[config.mk]
export PLATFORM = sky130hd
export DESIGN_NAME = etapa_wb_regfile_flat
export DESIGN_NICKNAME = d
export VERILOG_FILES = /design/src/rtl/etapa_wb_regfile_if.sv /design/src/rtl/etapa_wb_regfile.sv /design/src/flat_wrapper.sv
export SDC_FILE = /design/constraint.sdc
export NUM_CORES = 2
export LEC_CHECK = 0
export ABC_AREA = 1
export BUFFER_PORTS_ARGS = -buffer_cell sky130_fd_sc_hd__clkbuf_2
export CORE_MARGIN = 2
export CORE_UTILIZATION = 30
export DETAILED_ROUTE_END_ITERATION = 7
export SETUP_SLACK_MARGIN = 0.02
export SLEW_MARGIN = 30
export SYNTH_ARGS = -nofsm -noshare
export SYNTH_HDL_FRONTEND = slang
export SYNTH_SLANG_ARGS = --single-unit
[constraint.sdc]
create_clock -name i_clk -period 2 [get_ports i_clk]
set_input_delay 0 -clock i_clk [delete_from_list [all_inputs] [get_ports i_clk]]
set_output_delay 0 -clock i_clk [all_outputs]
set_load 0.05 [all_outputs]
[src/rtl/etapa_wb_regfile_if.sv]
// Register-dump handshake between the write-back register file and the debug unit.
// The debug unit is the master: it requests a dump and paces it with ready.
interface etapa_wb_regfile_if #(
  parameter int NBITS  = 32,
  parameter int RNBITS = 5
);
  logic              i_DumpStart;
  logic              i_DumpReady;
  logic              o_DumpValid;
  logic [RNBITS-1:0] o_DumpAddr;
  logic [NBITS-1:0]  o_DumpData;
  logic              o_DumpLast;
  logic              o_DumpBusy;

  modport master (
    output i_DumpStart, i_DumpReady,
    input  o_DumpValid, o_DumpAddr, o_DumpData, o_DumpLast, o_DumpBusy
  );

  modport slave (
    input  i_DumpStart, i_DumpReady,
    output o_DumpValid, o_DumpAddr, o_DumpData, o_DumpLast, o_DumpBusy
  );
endinterface

[src/rtl/etapa_wb_regfile.sv]
// Write-back stage plus general-purpose register file.
// Selects the WB value, commits it, serves two bypassed read ports and
// streams the whole file out to the debug unit on request.
module etapa_wb_regfile #(
  parameter int NBITS  = 32,
  parameter int RNBITS = 5
) (
  input  logic              i_clk,
  input  logic              i_reset,
  input  logic [NBITS-1:0]  i_ALU,
  input  logic [NBITS-1:0]  i_DatoMemoria,
  input  logic [RNBITS-1:0] i_RegistroDestino,
  input  logic              i_MemToReg,
  input  logic              i_RegWrite,
  input  logic [RNBITS-1:0] i_RegA,
  input  logic [RNBITS-1:0] i_RegB,
  output logic [NBITS-1:0]  o_DatoA,
  output logic [NBITS-1:0]  o_DatoB,
  output logic [NBITS-1:0]  o_WBDato,
  output logic              o_WBEnable,
  etapa_wb_regfile_if.slave dump
);

  localparam int                DEPTH = 2**RNBITS;
  localparam logic [RNBITS-1:0] LAST  = '1;

  typedef enum logic [0:0] {IDLE, SEND} state_t;

  logic [NBITS-1:0]  r_regs [DEPTH];
  state_t            r_state, w_state_nxt;
  logic [RNBITS-1:0] r_ptr, w_ptr_nxt;
  logic [NBITS-1:0]  w_wb_dato;
  logic              w_wb_en;

  assign w_wb_dato  = i_MemToReg ? i_DatoMemoria : i_ALU;
  assign w_wb_en    = i_RegWrite && (i_RegistroDestino != '0);
  assign o_WBDato   = w_wb_dato;
  assign o_WBEnable = w_wb_en;

  // Shared read rule: R0 is hardwired zero, a same-cycle write wins over the array.
  function automatic logic [NBITS-1:0] f_read(input logic [RNBITS-1:0] a);
    if (a == '0)                               return '0;
    else if (w_wb_en && a == i_RegistroDestino) return w_wb_dato;
    else                                       return r_regs[a];
  endfunction

  // Commit the write-back value; the dump engine never blocks this.
  always_ff @(posedge i_clk or negedge i_reset) begin
    if (!i_reset) begin
      for (int k = 0; k < DEPTH; k++) r_regs[k] <= '0;
    end else if (w_wb_en) begin
      r_regs[i_RegistroDestino] <= w_wb_dato;
    end
  end

  // Read ports and dump data, all through the bypassed read (always_comb so
  // the function's reads of the array and WB signals are in the sensitivity).
  always_comb begin
    o_DatoA         = f_read(i_RegA);
    o_DatoB         = f_read(i_RegB);
    dump.o_DumpData = f_read(r_ptr);
  end

  // Dump FSM state and pointer registers.
  always_ff @(posedge i_clk or negedge i_reset) begin
    if (!i_reset) begin
      r_state <= IDLE;
      r_ptr   <= '0;
    end else begin
      r_state <= w_state_nxt;
      r_ptr   <= w_ptr_nxt;
    end
  end

  // Dump FSM next state: start only from IDLE, advance on ready, exit after the last word.
  always_comb begin
    w_state_nxt = r_state;
    w_ptr_nxt   = r_ptr;
    case (r_state)
      IDLE: begin
        if (dump.i_DumpStart) begin
          w_state_nxt = SEND;
          w_ptr_nxt   = '0;
        end
      end
      SEND: begin
        if (dump.i_DumpReady) begin
          if (r_ptr == LAST) begin
            w_state_nxt = IDLE;
            w_ptr_nxt   = '0;
          end else begin
            w_ptr_nxt = r_ptr + 1'b1;
          end
        end
      end
      default: begin
        w_state_nxt = IDLE;
        w_ptr_nxt   = '0;
      end
    endcase
  end

  // Dump handshake outputs; ptr rests at 0 in IDLE so addr reads 0 there.
  always_comb begin
    dump.o_DumpValid = (r_state == SEND);
    dump.o_DumpBusy  = (r_state != IDLE);
    dump.o_DumpAddr  = r_ptr;
    dump.o_DumpLast  = (r_state == SEND) && (r_ptr == LAST);
  end

endmodule

[src/flat_wrapper.sv]
// flat-port wrapper written by rule: the top's interface ports become plain ports
module etapa_wb_regfile_flat 
#(
  parameter int NBITS  = 32,
  parameter int RNBITS = 5
)
  (i_clk, i_reset, i_ALU, i_DatoMemoria, i_RegistroDestino, i_MemToReg, i_RegWrite, i_RegA, i_RegB, o_DatoA, o_DatoB, o_WBDato, o_WBEnable, dump_i_DumpStart, dump_i_DumpReady, dump_o_DumpValid, dump_o_DumpAddr, dump_o_DumpData, dump_o_DumpLast, dump_o_DumpBusy);
  etapa_wb_regfile_if #(.NBITS(NBITS), .RNBITS(RNBITS)) dump_i ();
  input  logic i_clk;
  input  logic i_reset;
  input  logic [NBITS-1:0] i_ALU;
  input  logic [NBITS-1:0] i_DatoMemoria;
  input  logic [RNBITS-1:0] i_RegistroDestino;
  input  logic i_MemToReg;
  input  logic i_RegWrite;
  input  logic [RNBITS-1:0] i_RegA;
  input  logic [RNBITS-1:0] i_RegB;
  output logic [NBITS-1:0] o_DatoA;
  output logic [NBITS-1:0] o_DatoB;
  output logic [NBITS-1:0] o_WBDato;
  output logic o_WBEnable;
  input wire logic [$bits(dump_i.i_DumpStart)-1:0] dump_i_DumpStart;
  input wire logic [$bits(dump_i.i_DumpReady)-1:0] dump_i_DumpReady;
  output wire logic [$bits(dump_i.o_DumpValid)-1:0] dump_o_DumpValid;
  output wire logic [$bits(dump_i.o_DumpAddr)-1:0] dump_o_DumpAddr;
  output wire logic [$bits(dump_i.o_DumpData)-1:0] dump_o_DumpData;
  output wire logic [$bits(dump_i.o_DumpLast)-1:0] dump_o_DumpLast;
  output wire logic [$bits(dump_i.o_DumpBusy)-1:0] dump_o_DumpBusy;
  assign dump_i.i_DumpStart = dump_i_DumpStart;
  assign dump_i.i_DumpReady = dump_i_DumpReady;
  assign dump_o_DumpValid = dump_i.o_DumpValid;
  assign dump_o_DumpAddr = dump_i.o_DumpAddr;
  assign dump_o_DumpData = dump_i.o_DumpData;
  assign dump_o_DumpLast = dump_i.o_DumpLast;
  assign dump_o_DumpBusy = dump_i.o_DumpBusy;
  etapa_wb_regfile #(.NBITS(NBITS), .RNBITS(RNBITS)) u_core (.i_clk(i_clk), .i_reset(i_reset), .i_ALU(i_ALU), .i_DatoMemoria(i_DatoMemoria), .i_RegistroDestino(i_RegistroDestino), .i_MemToReg(i_MemToReg), .i_RegWrite(i_RegWrite), .i_RegA(i_RegA), .i_RegB(i_RegB), .o_DatoA(o_DatoA), .o_DatoB(o_DatoB), .o_WBDato(o_WBDato), .o_WBEnable(o_WBEnable), .dump(dump_i));
endmodule
==> results.md <==
- NetSw: 45.9 mW
- Worst-Margin Slew: 0.949 ns
- Count of final max-slew check failures: 0
- First-pass GRT wire length: 512 mm
- Clock Path Buffers: 3
- R2R cell count: 8
- Hold Crit Start: i_DatoMemoria[10]
- Max-Cap Viols: 0
- Worst hold slack: 0.0265 ns
- Vias: 82252
- TritonRoute pass-1 iters: 8
- Cells after Synth: 11137
- Fin crit share: 146%
- Share of total power in the clock network: 21.5%
- Root Buffer: clkbuf_16
- Share of Yosys cell area claimed by the top area cell type: 36.6%
- Reg power frac: between 20% and 30%
- RSZ-0062 raised after global routing: yes
- CORE AREA: roughly 230000 µm²
- Post-DP Area: 81900 µm²
- Total GRT Usage: 28.5%
- # DRC: 0
- Hold Crit Depth: 7
- Net Sw Frac: between 40% and 50%
- Internal power: 57.8 mW
- DIE WIDTH: 489 µm
- Worst Hold End: u_core.r_regs[778]$_DFFE_PN0P_
- Clk_lat worst skew: just under 0.8 ns
- CTS buffer count: 116
- R2r setup slk: 0.12 ns
- Arrival @ worst endpoint: 2.91 ns
- Synth area leaders: dfrtp_1 (37%), nand2_1 (19%), nand3_1 (14%)
- Critical Path RT: ~2 ns
- Die area: 239000 µm²
- Fin area: a little over 90000 µm²
- Area growth from synthesis to layout: 32.4%
- Post-DRT Antenna Nets: 0
- CTS tree: built
- Min setup slack post-route: -0.913 ns
- Largest area contributor in the netlist: dfrtp_1
- Reg2Reg Launch Point: u_core.dump.o_DumpAddr[1]$_DFFE_PN0P_
- Status: finished, violations left
- Worst Setup Path Type: reg -> out
- PwrDens: 1110 nW/µm²
- Final Wtd Congestion: 0.946
- WL final: between 300 and 400 mm
- Filler cell count: between 20000 and 25000
- Number of cell rows: 177
- Syn_nets: ~11000
- Via density: 5.58
- R2r endpoint: u_core.dump.o_DumpAddr[3]$_DFFE_PN0P_
- Max H-tree Level: 3
- Initial antenna violation count: 7
- Synth cell types: 31
- IO Count: between 200 and 250
- GRT Residual Overflow: 0
- Fmax: 343 MHz
- Wire per inst: ~24 µm
- Critical Path Start Type: flip-flop
- Leakage: 43.9 nW
- Synth Register Bits: 1030
- Average size of a mapped cell: 6.33 µm²
- Vias in the first global route: 75148
- Maximum number of pins on one net before global-route repair: 82
- Worst Hold Class: in -> reg
- Final setup fails: 99
- Max-slew headroom: 36.6%
- Initial core utilization: 30.2%
- Critical Path Fanout Max: 18
- Clk slew on worst S/H paths: ~0.07 ns
- Clock Sinks: 1030
- Clock Skew: 0.0155 ns
- YS warnings: 0
- Post-layout nets: between 10000 and 15000
- Sequential-to-total area share from yosys stat: 36.6%
- I/O Buffers: 221
- Period minus WS final: 2.91 ns
- Syn Std Cell Area: approximately 70000 µm²
- Peak VDD IR: between 2000 and 2500 µV
- Die H: 489 µm
- Worst setup EP type: output pin
- Hold Fails Final Rpt: 0
- Share of layout cells above drive strength 1: 21.3%
- Failing checks: setup timing
- Part of the power in combinational logic: between 50% and 60%
- DP Wirelength: ~220 mm
- Drt first-iter violations: 12273
[worst max-delay path, stage by stage, from the launching register on]
cell and delay [ns]:
dfrtp_4 0.56, buf_12 0.19, buf_16 0.17, buf_4 0.16, buf_6 0.11, nand2_1 0.05
o211ai_1 0.08, nand3_1 0.12, nand3_2 0.09, nand2_2 0.10, nand2_4 0.09, a21oi_4 0.20
buf_12 0.16
[layout by cell type (no fill, tap or decap), drive strengths merged]
cell and count:
nand2 3672, o211ai 342, diode 4, a21oi 360
nor3 13, dlygate4sd3 72, dfrtp 1030, buf 1074
o21ai 1423, nand4 4, clkbuf 272, or2 28
nor4 2, xor2 7, xnor2 4, clkinvlp 10
o22ai 2, clkinv 38, nand3 1908, bufbuf 2
dlymetal6s4s 4, inv 991, bufinv 7, nor2 344
ha 3
[what timing repair did]
item                                    in CTS  in global routing
gates resized for setup                    715                607
buffers inserted                           162                122
hold buffers                                78                  1
endpoints found under the setup margin     101                118
gates cloned                                11                  8
endpoints found under the hold margin     1846                  1
pin swaps                                  361                392
[per-layer routing]
metal / part of all wire [%] / global-route usage [%] / vias up
met3: 13 / 7.49 / 1143
met2: 42 / 42.0 / 5657
li1: - / - / 36960
met4: 6.9 / 16.3 / 6
met5: 0.031 / 0 / -
met1: 39 / 37.6 / 38486
[metrics by stage]
step | setup slack, ns | setup TNS (ns) | power [mW] | std cells | util, %
after global routing | -0.984 | -44.60 | 108 | 14745 | 40.1
after floorplan | 0.0221 | 0 | 54.2 | 11137 | -
after detailed placement | -0.211 | -4.05 | 73.7 | 14156 | 35.2
final | -0.913 | -36.95 | 104 | 14748 | 40.1
after CTS | -0.871 | -39.57 | 99.8 | 14618 | 38.9
after global placement | -0.213 | -3.72 | 73.4 | 14156 | 35.2
[flip-flops by register name, summed over array words and instances, names as in the netlist]
| name | cells |
|---|---|
| u_core.r_regs | 1024 |
| u_core.dump.o_DumpAddr | 5 |
| u_core.dump.o_DumpBusy | 1 |
[worst max path at each step]
| stage | slack (ns) | endpoint | start |
|---|---|---|---|
| global placement | -0.21 | o_DatoA[30] | i_RegA[0] |
| CTS | -0.87 | dump_o_DumpData[5] | u_core.dump.o_DumpAddr[0]$_DFFE_PN0P_ |
| detailed placement | -0.21 | o_DatoB[11] | i_RegistroDestino[2] |
| global route | -0.98 | dump_o_DumpData[5] | u_core.dump.o_DumpAddr[1]$_DFFE_PN0P_ |
| finish | -0.91 | dump_o_DumpData[9] | u_core.dump.o_DumpAddr[0]$_DFFE_PN0P_ |
| floorplan | 0.02 | dump_o_DumpData[22] | u_core.dump.o_DumpAddr[0]$_DFFE_PN0P_ |
[cells by family (layout without fill, tap and decap cells)]
family          count (synthesis)  after routing  synth area share (%)
simple gates                 5971           5971                  35.7
flops                        1030           1030                  36.6
other cells                     0              4                     0
fa+ha+maj                       3              3                0.0533
buf+inv                      1995           2470                  11.2
compound gates               2127           2127                  16.3
xor+xnor                       11             11                 0.137
[cell type report]
type | count | area, µm² | area share, %
clock inverters | 55 | 562 | 0.602
diodes | 4 | 10.0 | 0.0107
well taps | 3132 | 3920 | 4.20
repair buffers | 1266 | 15000 | 16.0
inverters | 991 | 3790 | 4.06
flip-flops and latches | 1030 | 25800 | 27.6
clock buffers | 158 | 3270 | 3.51
multi-input cells | 8112 | 41000 | 43.9
[Yosys cell counts, drive strengths merged]
| master | instances |
|---|---|
| nand2 | 3672 |
| nand3 | 1908 |
| o21ai | 1423 |
| dfrtp | 1030 |
| inv | 988 |
| clkbuf | 566 |
| buf | 438 |
| a21oi | 360 |
| nor2 | 344 |
| o211ai | 342 |
| or2 | 28 |
| nor3 | 13 |
| xor2 | 7 |
| nand4 | 4 |
| xnor2 | 4 |
| clkinv | 3 |
| ha | 3 |
| nor4 | 2 |
| o22ai | 2 |
[power groups by stage]
| stage | registers [mW] | clock network (mW) | logic [mW] |
|---|---|---|---|
| floorplan | 27.9 | 0 | 26.3 |
| global placement | 28.8 | 0 | 44.6 |
| detailed placement | 28.8 | 0 | 44.9 |
| CTS | 28.4 | 22.5 | 48.9 |
| global route | 29.2 | 23.3 | 55.8 |
| finish | 28.8 | 22.3 | 52.6 |
Note: power is estimated with default switching activity, not from simulation.
